## src/rtl/i2c_mem_arbiter.sv

```systemverilog
// Arbitrates one single-port byte memory between the I2C read engine (port A)
// and the host bus (port B), with fair alternation, B burst lock and bounded A wait.
module i2c_mem_arbiter #(
  parameter int ADDR_W      = 16,
  parameter int DATA_W      = 8,
  parameter int MEM_LATENCY = 1,
  parameter int A_MAX_WAIT  = 6
) (
  input  logic              in_ext_osc,
  input  logic              in_reset,
  input  logic              in_a_req,
  input  logic [ADDR_W-1:0] in_a_addr,
  output logic              out_a_gnt,
  output logic              out_a_rvalid,
  output logic [DATA_W-1:0] out_a_rdata,
  input  logic              in_b_req,
  input  logic              in_b_we,
  input  logic              in_b_lock,
  input  logic [ADDR_W-1:0] in_b_addr,
  input  logic [DATA_W-1:0] in_b_wdata,
  output logic              out_b_gnt,
  output logic              out_b_rvalid,
  output logic [DATA_W-1:0] out_b_rdata,
  output logic              out_mem_en,
  output logic              out_mem_we,
  output logic [ADDR_W-1:0] out_mem_addr,
  output logic [DATA_W-1:0] out_mem_wdata,
  input  logic [DATA_W-1:0] in_mem_rdata,
  output logic              out_a_preempt
);

  // state     | meaning
  // S_RR      | round-robin between A and B
  // S_LOCKED  | B owns the memory while in_b_lock stays high
  // S_PREEMPT | one dead cycle after A forced its way through a B lock
  typedef enum logic [1:0] {S_RR = 2'd0, S_LOCKED = 2'd1, S_PREEMPT = 2'd2} state_t;

  localparam logic [7:0] WAIT_MAX = 8'(A_MAX_WAIT);

  state_t                 state;
  logic                   last_b;
  logic [7:0]             wait_cnt;
  logic                   mem_own_b;
  logic [MEM_LATENCY-1:0] pipe_v;
  logic [MEM_LATENCY-1:0] pipe_b;
  logic                   a_elig;
  logic                   b_elig;
  logic                   grant_a;
  logic                   grant_b;
  logic                   fire;
  logic                   to_rr;

  always_comb begin
    a_elig  = in_a_req & ~out_a_gnt;
    b_elig  = in_b_req & ~out_b_gnt;
    grant_a = 1'b0;
    grant_b = 1'b0;
    fire    = 1'b0;
    unique case (state)
      S_RR: begin
        if (a_elig && b_elig) begin
          grant_a = last_b;
          grant_b = ~last_b;
        end else begin
          grant_a = a_elig;
          grant_b = b_elig;
        end
      end
      S_LOCKED: begin
        if (in_b_lock) begin
          // the edge that would make the wait count reach the limit grants A
          if (a_elig && (wait_cnt >= WAIT_MAX - 8'd1)) begin
            grant_a = 1'b1;
            fire    = 1'b1;
          end else begin
            grant_b = b_elig;
          end
        end else begin
          grant_a = a_elig;
          grant_b = b_elig & ~a_elig;
        end
      end
      default: begin
      end
    endcase
    to_rr = (state != S_RR) && !in_b_lock;
  end

  always_ff @(posedge in_ext_osc or posedge in_reset) begin
    if (in_reset) begin
      state         <= S_RR;
      last_b        <= 1'b1;
      wait_cnt      <= '0;
      mem_own_b     <= 1'b0;
      pipe_v        <= '0;
      pipe_b        <= '0;
      out_a_gnt     <= 1'b0;
      out_b_gnt     <= 1'b0;
      out_a_rvalid  <= 1'b0;
      out_b_rvalid  <= 1'b0;
      out_a_rdata   <= '0;
      out_b_rdata   <= '0;
      out_mem_en    <= 1'b0;
      out_mem_we    <= 1'b0;
      out_mem_addr  <= '0;
      out_mem_wdata <= '0;
      out_a_preempt <= 1'b0;
    end else begin
      out_a_gnt  <= grant_a;
      out_b_gnt  <= grant_b;
      out_mem_en <= grant_a | grant_b;
      out_mem_we <= grant_b & in_b_we;
      if (grant_a) begin
        out_mem_addr  <= in_a_addr;
        out_mem_wdata <= '0;
        mem_own_b     <= 1'b0;
      end else if (grant_b) begin
        out_mem_addr  <= in_b_addr;
        out_mem_wdata <= in_b_wdata;
        mem_own_b     <= 1'b1;
      end

      if (grant_a)      last_b <= 1'b0;
      else if (grant_b) last_b <= 1'b1;
      else if (to_rr)   last_b <= 1'b1;

      if (fire) out_a_preempt <= 1'b1;

      if (grant_a || !in_a_req)                wait_cnt <= '0;
      else if (a_elig && wait_cnt != WAIT_MAX) wait_cnt <= wait_cnt + 8'd1;

      unique case (state)
        S_RR:      if (grant_b && in_b_lock) state <= S_LOCKED;
        S_LOCKED:  if (fire) state <= S_PREEMPT;
                   else if (!in_b_lock) state <= S_RR;
        S_PREEMPT: state <= in_b_lock ? S_LOCKED : S_RR;
        default:   state <= S_RR;
      endcase

      // owner tag travels alongside the read until the memory data is due
      pipe_v[0] <= out_mem_en & ~out_mem_we;
      pipe_b[0] <= mem_own_b;
      for (int i = 1; i < MEM_LATENCY; i++) begin
        pipe_v[i] <= pipe_v[i-1];
        pipe_b[i] <= pipe_b[i-1];
      end
      out_a_rvalid <= pipe_v[MEM_LATENCY-1] & ~pipe_b[MEM_LATENCY-1];
      out_b_rvalid <= pipe_v[MEM_LATENCY-1] &  pipe_b[MEM_LATENCY-1];
      if (pipe_v[MEM_LATENCY-1]) begin
        if (pipe_b[MEM_LATENCY-1]) out_b_rdata <= in_mem_rdata;
        else                       out_a_rdata <= in_mem_rdata;
      end
    end
  end

endmodule

```

## config.mk

```make
export PLATFORM = sky130hd
export DESIGN_NAME = i2c_mem_arbiter
export DESIGN_NICKNAME = d
export VERILOG_FILES = /design/src/rtl/i2c_mem_arbiter.sv
export SDC_FILE = /design/constraint.sdc
export NUM_CORES = 1
export LEC_CHECK = 0
export CELL_PAD_IN_SITES_DETAIL_PLACEMENT = 0
export CELL_PAD_IN_SITES_GLOBAL_PLACEMENT = 1
export CORE_MARGIN = 2
export CORE_UTILIZATION = 34
export CTS_CLUSTER_DIAMETER = 50
export DETAILED_ROUTE_END_ITERATION = 12
export PLACE_DENSITY = 0.76
export SYNTH_ARGS = -nofsm -noshare
export SYNTH_HDL_FRONTEND = slang
export SYNTH_SLANG_ARGS = --single-unit
```

## constraint.sdc

```tcl
create_clock -name in_ext_osc -period 3.1 [get_ports in_ext_osc]
set_clock_uncertainty 0.15 [all_clocks]
set_input_delay 0.93 -clock in_ext_osc [delete_from_list [all_inputs] [get_ports in_ext_osc]]
set_output_delay 0.93 -clock in_ext_osc [all_outputs]
set_load 0.01 [all_outputs]
```

==> metrics.md, run 1 <==
| Metric | Value |
|---|---|
| Final core area utilization | 54.2% |
| Final RePlAce weighted congestion | 0.782 |
| Clk Latency, worst-skew pair | 0.32 ns |
| Final WS setup | 0.249 ns |
| Reg2Reg Launch Point | wait_cnt[4] |
| Post-layout min period | 2.85 ns |
| TNS Setup | 0 ns |
| Num CTS Buffers | 9 |
| Reg2Reg Setup Slack | 0.61 ns |
| Overflow after GRT | 0 |
| CTS sink cnt | 61 |
| First-pass GRT wire length | 9780 um |
| Worst setup path class | primary input to register |
| Period utilization | 92.0% |
| Reg2reg end | out_mem_addr[4] |
| Post_cts resized | 0 |
| Die area | 8740 sq um |
| Power consumption | 3.58 mW |
| Vias in the first global route | 1970 |
| Hold Path Origin | mem_own_b |
| Row count | 32 |
| # IOs | 101 |
| Commonest non-fill, non-tap cell in the layout | clkdlybuf4s50_1 |
| Final Hold Fails | 0 |
| Wire per inst | 14.2 um |
| Max Clk Rate | 0.351 GHz |
| Ys Warns | 0 |
| Initial antenna violation count | 0 |
| Filler instances | 676 |
| RSZ-0062 raised after global routing | no |
| Hold Path Class | register to register |
| Maximum vdd drop | 0.382 mV |
| Netlist Area Pre-Place | 2720 sq um |
| Hold Path End | pipe_b |
| Ant diodes | 0 |
| Setup violations, final | 0 |
| Slowest CP cell | clkdlybuf4s50_1 |
| Largest net degree at the start of global routing | 62 |
| Worst slew pin tran | 0.834 ns |
| Distinct cells, synth | 33 |
| Antenna Nets Post-Route | 0 |
| Yosys reg bits | 61 |
| Worst hold path depth | 0 |
| Critical path arrival | 2.91 ns |
| Element type at the critical path start | primary input |
| Placed Cells | 409 |
| Max-Cap Viols | 0 |
| Slew margin rel. | 44.3% |
| Via density | 4.53 |
| Multi-input logic area | 1140 sq um |
| Setup bufs post-CTS | 0 |
| Synthesized instance count | 201 |
| Final wirelength | 6050 um |
| Initial Utilization | 35.2% |
| Port Buffers | 100 |
| Placed cell areas | 3970 sq um |
| WP data required | 3.16 ns |
| Post-DP HPWL | 4350 um |
| Clock slew at reported path FFs | 0.07 ns |
| Hold buffer count at cts | 0 |
| Design Area, Final | 4190 sq um |
| Syn_nets | 259 |
| DRT Pass-1 Iters | 4 |
| Core Area | 7730 sq um |
| Final Non-Filler Cells | 425 |
| Routed via count | 1925 |
| Max Root-Sink Buffers | 2 |
| Reg area | 1530 sq um |
| H-tree depth | 3 |
| Average size of a mapped cell | 13.5 sq um |
| Clk root buf | clkbuf_8 |
| Most frequent cells in the layout | 100 x clkdlybuf4s50_1, 60 x dfrtp_1, 40 x mux2_2 |
| Register area share after synthesis | 56.1% |
| Pleak | 1.81 nW |
| Outcome | finished, final reports clean |
| Die X-Extent | 93.5 um |
| CTS tree | built |
| Hold Slack | 0.237 ns |
| Pre-CTS setup slack | -0.109 ns |
| Crit-path max FO | 5 |
| Tot GR Track Use | 14.5% |
| Cell depth of the worst flop-to-flop path | 6 |
| DIE HEIGHT | 93.5 um |
| Post-layout nets | 376 |
| Share of cells above drive strength 1 | 26.3% |
| Synth-to-Final Area Change | 54.0% |
| Crit path cell chain | clkdlybuf4s50_1, nor3b_1, a211oi_1, o21ai_4, buf_4, mux2_4, mux2_2 |
| CP endpoint kind | register |
| Final Max Slew Viols | 0 |
| Initial DRC count | 75 |
| Crit path largest cell delay | 0.47 ns |
| Number of remaining DRC errors | 0 |
| PD cells | 854 nW/um^2 |
## final cells by class
type                    count  area share, %
repair buffers            113           27.4
clock buffers              10           3.28
multi-input cells         127           27.2
well taps                 102           3.05
clock inverters             6           2.06
flip-flops and latches     61           36.5
inverters                   6          0.537
## where the power goes
group / switching [mW] / internal, mW
Combinational: 0.555 / 0.972
Clock: 0.307 / 0.473
Sequential: 0.163 / 1.11
Total: 1.02 / 2.55
## routing by layer
metal  GRT usage (%)  up-vias  share of wire [%]
met5               0        -                  0
met4            6.37        0                1.7
met2            22.5       68                 46
li1                -      937                  -
met1            18.6      910                 45
met3            4.43       10                7.1
## kinds of logic after synthesis
group / share of synthesized area (%)
muxes: 24.3
buffers and inverters: 2.25
adders and majority gates: 1.84
and+or+nand+nor: 9.66
DFF: 56.1
xor gates and xnor gates: 1.61
AOI/OAI and AO/OA: 4.23
## sequential cells by signal, indices dropped and copies added (netlist names), 2 cells and up
signal	cells
out_a_rdata	8
out_b_rdata	8
out_mem_addr	16
out_mem_wdata	8
state	2
wait_cnt	8
## how the worst max path moves through the flow
stage,slack (ns),to,depth (start not counted),from
after global routing,0.22,out_mem_addr[6],7,in_a_req
after CTS,0.25,out_mem_addr[4],7,in_a_req
after global placement,-0.06,out_mem_addr[15],7,in_a_req
after floorplan,0.35,out_mem_addr[0],6,in_a_req
final,0.25,out_mem_addr[4],7,in_a_req
after detailed placement,-0.11,out_mem_addr[4],7,in_a_req
## cells in the mapped netlist
cell type,count,area (sq um)
mux2_4,8,120
a21oi_2,1,8.76
nand2_1,5,18.8
a2111oi_4,1,27.5
dfstp_2,1,26.3
nand4b_1,1,8.76
nor2_1,18,67.6
ha_1,4,50.1
a21oi_1,4,20.0
nand2b_1,3,18.8
nor2b_1,3,18.8
inv_1,6,22.5
and3_1,2,12.5
nand3b_1,1,7.51
nor4b_1,1,8.76
clkbuf_1,2,7.51
or4_4,1,11.3
nor3b_1,9,67.6
o21a_1,1,7.51
a2111oi_0,1,8.76
a31oi_1,1,6.26
buf_6,1,11.3
or2_2,2,12.5
a211oi_1,2,15.0
xnor2_1,3,26.3
o21ai_0,1,5.00
dfrtp_1,60,1500
nand3_1,2,10.0
mux2i_1,9,90.1
buf_2,4,20.0
mux2_2,40,450
o21ai_4,1,16.3
xor2_1,2,17.5
## critical path, delay by kind of cell
kind	cells	cell delay (ns)
compound gates	2	0.60
buf+inv	2	0.66
mux	2	0.54
simple gates	1	0.18
(Power assumes the default switching activity.)
==> run 2: changes to the inputs <==
- CORE_UTILIZATION: 34 -> 31
- PLACE_DENSITY: 0.76 -> 0.73
- clock period: 3.1 -> 2.55 ns (I/O delays scaled with it)
==> run 2 against run 1 <==
Highest routed layer unchanged. Critical path depth unchanged. Non-clock buffer count up 9. Largest power group unchanged. Count of clock-buffer cells in the layout grew 2. Combinational power is 24% higher. Setup slack got worse by 0.20 ns. Power is 22% higher.
==> metrics.md, run 2 (synthesis gave the netlist of run 1 again) <==
| Metric | Value |
|---|---|
| Num CTS Buffers | 9 |
| # IOs | 101 |
| Setup violations, final | 0 |
| H-tree depth | 3 |
| Clk Latency, worst-skew pair | 0.33 ns |
| Share of cells above drive strength 1 | 28.6% |
| Final wirelength | 6140 um |
| Pre-CTS setup slack | -0.381 ns |
| Maximum vdd drop | 0.455 mV |
| NetSw | 1.28 mW |
| Top reg by flops | out_mem_addr |
| Most frequent cells in the layout | 99 x clkdlybuf4s50_1, 60 x dfrtp_1, 40 x mux2_2 |
| Overflow after GRT | 0 |
| Hold Path Origin | mem_own_b |
| Post-layout min period | 2.50 ns |
| Wire per inst | 14.0 um |
| RSZ-0062 raised after global routing | yes |
| Initial Utilization | 31.5% |
| Flop pwr share | 35.7% |
| Crit path cell chain | clkdlybuf4s50_1, inv_1, a2111oi_4, o21ai_4, buf_12, mux2_4, mux2_2 |
| CTS tree | built |
| Post-DP HPWL | 4620 um |
| Die area | 9540 sq um |
| Post-layout nets | 385 |
| Period utilization | 97.9% |
| Number of remaining DRC errors | 0 |
| CTS sink cnt | 61 |
| Via density | 4.49 |
| Outcome | finished, final reports clean |
| Stages on worst setup path | 7 |
| Max Root-Sink Buffers | 2 |
| Final RePlAce weighted congestion | 0.752 |
| DIE HEIGHT | 97.7 um |
| Power consumption | 4.35 mW |
| Crit-path max FO | 7 |
| Synth-to-Final Area Change | 57.1% |
| Core Area | 8640 sq um |
| Family with the most delay on the worst path | buffers and inverters |
| Met3 usage in global routing | 4.96% |
| GR peak layer | met2 |
| Crit path largest cell delay | 0.49 ns |
| Cell depth of the worst flop-to-flop path | 6 |
| Worst slew pin tran | 0.800 ns |
| Antenna Nets Post-Route | 0 |
| Max-Cap Viols | 0 |
| Clk root buf | clkbuf_8 |
| Worst setup path class | primary input to register |
| First-pass GRT wire length | 10400 um |
| Vias in the first global route | 2168 |
| Routed via count | 1977 |
| Clock power share | 20.7% |
| Pleak | 1.86 nW |
| Initial antenna violation count | 0 |
| Max reg flops | 16 |
| Gate power share | 43.6% |
| Tot GR Track Use | 13.6% |
| Worst Setup SP | in_b_lock |
| Final Max Slew Viols | 0 |
| Switching fraction of total power | 29.3% |
| Commonest non-fill, non-tap cell in the layout | clkdlybuf4s50_1 |
| Initial DRC count | 48 |
| M1 GR Usage | 16.7% |
| Final Hold Fails | 0 |
| PD cells | 1020 nW/um^2 |
| Max Clk Rate | 0.400 GHz |
| Ant diodes | 0 |
| Hold buffer count at cts | 0 |
| Port Buffers | 100 |
| Reg2reg end | out_mem_addr[4] |
| Element type at the critical path start | primary input |
| CP endpoint kind | register |
| Largest net degree at the start of global routing | 22 |
| Reg2Reg Launch Point | wait_cnt[4] |
| Internal Power | 3.07 mW |
| Final WS setup | 0.0529 ns |
| Reg2Reg Setup Slack | 0.06 ns |
| Critical path arrival | 2.56 ns |
| Global Route met2 Usage | 21.5% |
| Worst hold path depth | 0 |
| Row count | 34 |
| Hold Path Class | register to register |
| Clock slew at reported path FFs | 0.07 ns |
| Slew margin rel. | 46.6% |
| DRT Pass-1 Iters | 3 |
| Slowest CP cell | clkdlybuf4s50_1 |
| WP buf/inv | 3 |
| Die X-Extent | 97.7 um |
| Worst setup path endpoint | out_mem_addr[4] |
| WP data required | 2.61 ns |
-- run 2: final cells by class --
cell class	instances	area [sq um]
inverter	6	22.5
fill	797	4360
clock buffer	12	155
timing repair buffer	122	1230
clock inverter	4	53.8
multi-input combinational	127	1150
sequential	61	1530
tap	108	135
-- run 2: how the worst min path moves through the flow --
| stage | to | slack (ns) |
|---|---|---|
| after floorplan | pipe_b | 0.20 |
| after global placement | pipe_b | 0.22 |
| after detailed placement | pipe_b | 0.22 |
| after CTS | pipe_b | 0.24 |
| after global routing | pipe_b | 0.25 |
| final | pipe_b | 0.24 |
-- run 2: timing repair --
action / 4_1_cts / 5_1_grt
gates resized for setup: 1 / 1
endpoints found under the setup margin: 15 / 18
buffers inserted: 0 / 2
pin swaps: 1 / 3
cloned: 0 / 0
-- run 2: power by group through the flow --
stage / clock network [mW] / registers [mW] / logic, mW
2_1_floorplan: 0 / 1.71 / 0.757
3_3_place_gp: 0 / 1.57 / 1.87
3_5_place_dp: 0 / 1.57 / 1.91
4_1_cts: 0.931 / 1.56 / 1.92
5_1_grt: 0.978 / 1.62 / 2.03
6_report: 0.898 / 1.55 / 1.90
-- run 2: routing by layer --
metal  up-vias  wire length (um)
met5         -                 0
met4         0               105
met3         9               434
met2        71              2900
met1       945              2700
li1        952                 -
-- run 2: stage by stage --
stage | TNS (ns) | cells | area (sq um) | utilization (%) | hold slack (ns)
3_3_place_gp | -8.86 | 422 | 4040 | 46.8 | 0.218
6_report | 0 | 440 | 4280 | 49.5 | 0.236
5_1_grt | -0.0294 | 440 | 4280 | 49.5 | 0.247
3_5_place_dp | -9.95 | 422 | 4040 | 46.8 | 0.223
2_1_floorplan | 0 | 201 | 2730 | - | 0.204
4_1_cts | 0 | 438 | 4260 | 49.3 | 0.241
